===== src/rtl/alu_control.sv =====
// Registered MIPS ALU control decoder: {ALUOp, funct} -> 4-bit ALU select plus illegal-encoding flag.
// Optional macro ALU_CTL_EXT_FUNCT_EN adds addu/subu/xor/sltu to the R-type decode.
module alu_control #(
    parameter logic [3:0] ILLEGAL_CTL = 4'b1111,
    parameter logic [3:0] RESET_CTL   = 4'b0010
) (
    input  logic       clk,
    input  logic       rst_n,
    input  logic       ce,
    input  logic [1:0] alu_op,
    input  logic [5:0] func_code,
    output logic [3:0] alu_ctl,
    output logic       illegal
);

    // Returns {illegal, alu_ctl}; every unsupported combination lands in a default branch.
    function automatic logic [4:0] decode(input logic [1:0] op, input logic [5:0] fc);
        logic [4:0] res;
        res = {1'b1, ILLEGAL_CTL};
        case (op)
            2'b00: res = {1'b0, 4'b0010};
            2'b01: res = {1'b0, 4'b0110};
            2'b10: begin
                case (fc)
                    6'h20:   res = {1'b0, 4'b0010};
                    6'h22:   res = {1'b0, 4'b0110};
                    6'h24:   res = {1'b0, 4'b0000};
                    6'h25:   res = {1'b0, 4'b0001};
                    6'h27:   res = {1'b0, 4'b1100};
                    6'h2A:   res = {1'b0, 4'b0111};
`ifdef ALU_CTL_EXT_FUNCT_EN
                    6'h21:   res = {1'b0, 4'b0010};
                    6'h23:   res = {1'b0, 4'b0110};
                    6'h26:   res = {1'b0, 4'b1101};
                    6'h2B:   res = {1'b0, 4'b1000};
`endif
                    default: res = {1'b1, ILLEGAL_CTL};
                endcase
            end
            default: res = {1'b1, ILLEGAL_CTL};
        endcase
        return res;
    endfunction

    logic [4:0] w_dec;
    logic [3:0] r_ctl;
    logic       r_ill;

    assign w_dec = decode(alu_op, func_code);

    always_ff @(posedge clk or negedge rst_n) begin
        if (!rst_n) begin
            r_ctl <= RESET_CTL;
            r_ill <= 1'b0;
        end else if (ce) begin
            r_ctl <= w_dec[3:0];
            r_ill <= w_dec[4];
        end
    end

    assign alu_ctl = r_ctl;
    assign illegal = r_ill;

endmodule


===== config.mk =====
export PLATFORM = sky130hd
export DESIGN_NAME = alu_control
export DESIGN_NICKNAME = d
export VERILOG_FILES = /design/src/rtl/alu_control.sv
export SDC_FILE = /design/constraint.sdc
export NUM_CORES = 1
export LEC_CHECK = 0
export BUFFER_PORTS_ARGS = -buffer_cell sky130_fd_sc_hd__clkbuf_2
export CAP_MARGIN = 40
export CORE_AREA = 2 2 39 41
export CTS_CLUSTER_SIZE = 30
export DETAILED_ROUTE_END_ITERATION = 10
export DIE_AREA = 0 0 41 43
export SETUP_SLACK_MARGIN = 0.05
export SLEW_MARGIN = 20
export SYNTH_ARGS = -nofsm -noshare
export SYNTH_HDL_FRONTEND = slang
export SYNTH_SLANG_ARGS = --single-unit

===== constraint.sdc =====
create_clock -name clk -period 1.85 [get_ports clk]
set_input_delay 0 -clock clk [delete_from_list [all_inputs] [get_ports clk]]
set_output_delay 0 -clock clk [all_outputs]
set_load 0.05 [all_outputs]

==> reports/results.ini <==
[worst_setup_path]
worstSetupPathType=reg -> out
slowest_delay_ps=520
crit_path_end_kind=primary output
critical_path.slowest_cell=dfstp_2
critical_path_required_ps=1850
start_kind=register
critPathTopFamily=flip-flops
arrival_ps=1030
cp_cell_sequence=clkbuf_2
path_buf_inv=1
worstPathMaxFanout=2

[final_layout]
layout-drive-gt1-share_pct=38.46
n_antenna_cell=0
areaGrowthSynthToFinish_pct=41.30
finalNetCount=64
final_core_util_pct=31.56

[power]
powerDensity_nw_per_um2=786.7
p_leak_nw=0.1950
peakVddDrop_mv=0.3301

[routing]
wl_per_cell_um=10.54
postRouteAntennaNets=0
wl_met1_um=320
via_count=310
first_iter_violations=5
drc=0
topRoutingLayerUsed=met3
dr_wl_met3_um=30
met2WireLength_um=365
drt_wl_total_um=717
vias_per_cell=4.559
dr.pass1.iters=4

[clocking]
cts_tree=done
cts_hold_buf=1
clkTransAtPathRegs_ps=50
cts_htree_levels=1
clock_sinks=5
clock_tree.root_cell=clkbuf_4
cts_resized=0
post_cts_buffers=0
insertion_delay_ps=240
cts_buffers=3
clock_path_buffers=2

[floorplanning]
row_count=14
design.portCount=16
die_h_um=43
start_util_pct=22.33
die_area_um2=1763
core_area_um2=1384
die_w_um=41

[synthesis]
synth_edf_count=0
synth_area_leader_cell=dfrtp_1
yosys-top-cells-area=dfrtp_1 32%, a2111oi_4 8.9%, dfstp_2 8.5%
synth_area_um2=309.0
ys_warn_count=0
ys_seq_elements=5
synth_common_cells=5 x nor2_1, 4 x dfrtp_1, 3 x a21oi_1, 3 x inv_1
synth_top_area_share_pct=32.39
synth_ff_type=dfrtp_1
synth.distinct_cells=20
synthCells=33
ys_async_sr_fraction_pct=100.0
syn-num-nets=44
ys_seq_area_share_pct=40.89
synth_most_common_cell=nor2_1
avgSynthCellArea_um2=9.365

[sta]
max_freq_mhz=972.7
relSlewSlack_pct=71.73
period_share_pct=55.57
finalSetupTns_ps=0
worst_slew_pin_slew_ps=413.4
setup_violations=0
skew_ps=0
period_minus_slack_ps=1028
grt_setup_unrepaired=no
hold_violations=0
slew_viol_final=0

[global_route]
grt_pass1_vias=290
grtUsageTotal_pct=9.476
antenna_found_initial=0
grt-ovfl-total=0
grt_max_degree=9
grt_pass1_wl_mm=1.124

[place]
io_buffer_count=15
gp_congestion=0.7959
dp_hpwl_um=551.8

[status]
status=completed

[run]
drv_cap=0

[worst_hold_path]
hp-class=in -> reg

## report_power, final
part           internal [W]   total, W  switching [W]
registers          0.000119   0.000123     0.00000435
clock network     0.0000817   0.000129      0.0000473
logic             0.0000280  0.0000911      0.0000631
## flip-flops by register name, summed over array words and instances, names as in the netlist
signal,count
alu_ctl,4
illegal,1
## path summary, 6_finish.rpt
check                            from    endpoint  slack (ps)  cells past startpoint
max                        alu_ctl[1]  alu_ctl[1]         820                      1
min                                ce  alu_ctl[2]          60                      2
max reg2reg                alu_ctl[1]  alu_ctl[1]        1100                      2
min reg2reg                alu_ctl[1]  alu_ctl[1]         510                      2
max in group asynchronous       rst_n  alu_ctl[1]        1510                      2
min in group asynchronous       rst_n  alu_ctl[0]         120                      2
## cell families after synthesis
| group | after synthesis | share of synthesized area (%) |
|---|---|---|
| AND/OR/NAND/NOR | 12 | 21.06 |
| AO/OA/AOI/OAI | 11 | 29.96 |
| flip-flops | 5 | 40.89 |
| buffers and inverters | 4 | 4.857 |
| multiplexers | 1 | 3.239 |
## per-layer routing
layer  global-route usage [%]  up-vias
met5                        0        -
met4                    4.000        0
met3                    3.141        0
met2                    13.75        9
met1                    12.38      140
li1                         -      161
## per-stage QoR
stage                     hold slack (ps)  power [W]  instance area [um^2]  instances  setup WS [ps]
after floorplan                    -295.6  0.0001840                 309.0         33          866.7
after global placement             -178.5  0.0002140                 400.4         63          720.9
after detailed placement           -172.4  0.0002150                 400.4         63          708.3
after CTS                           59.72  0.0003456                 436.7         68          818.4
after global routing                64.60  0.0003677                 436.7         68          787.6
final                               59.58  0.0003435                 436.7         68          821.9
## final cells by class
| type | count | area, um^2 |
|---|---|---|
| tap | 16 | 20.02 |
| sequential | 5 | 126.4 |
| timing repair buffer | 16 | 85.08 |
| inverter | 3 | 11.26 |
| multi-input combinational | 24 | 167.7 |
| fill | 151 | 947.2 |
| clock buffer | 4 | 26.28 |
## placed cells by master (no fill, tap or decap), drive strengths merged
cell type and instances:
nand4 1, dlygate4sd3 1, nor2 5, dfrtp 4
or4 1, a21oi 3, nor2b 1, clkbuf 19
a31oi 2, nand2b 2, o22ai 1, o21bai 1
o32a 1, nor4bb 1, inv 3, mux2i 1
a2111oi 2, nand2 1, o21ai 1, dfstp 1
No activity file was read; power rests on OpenSTA's default activity.
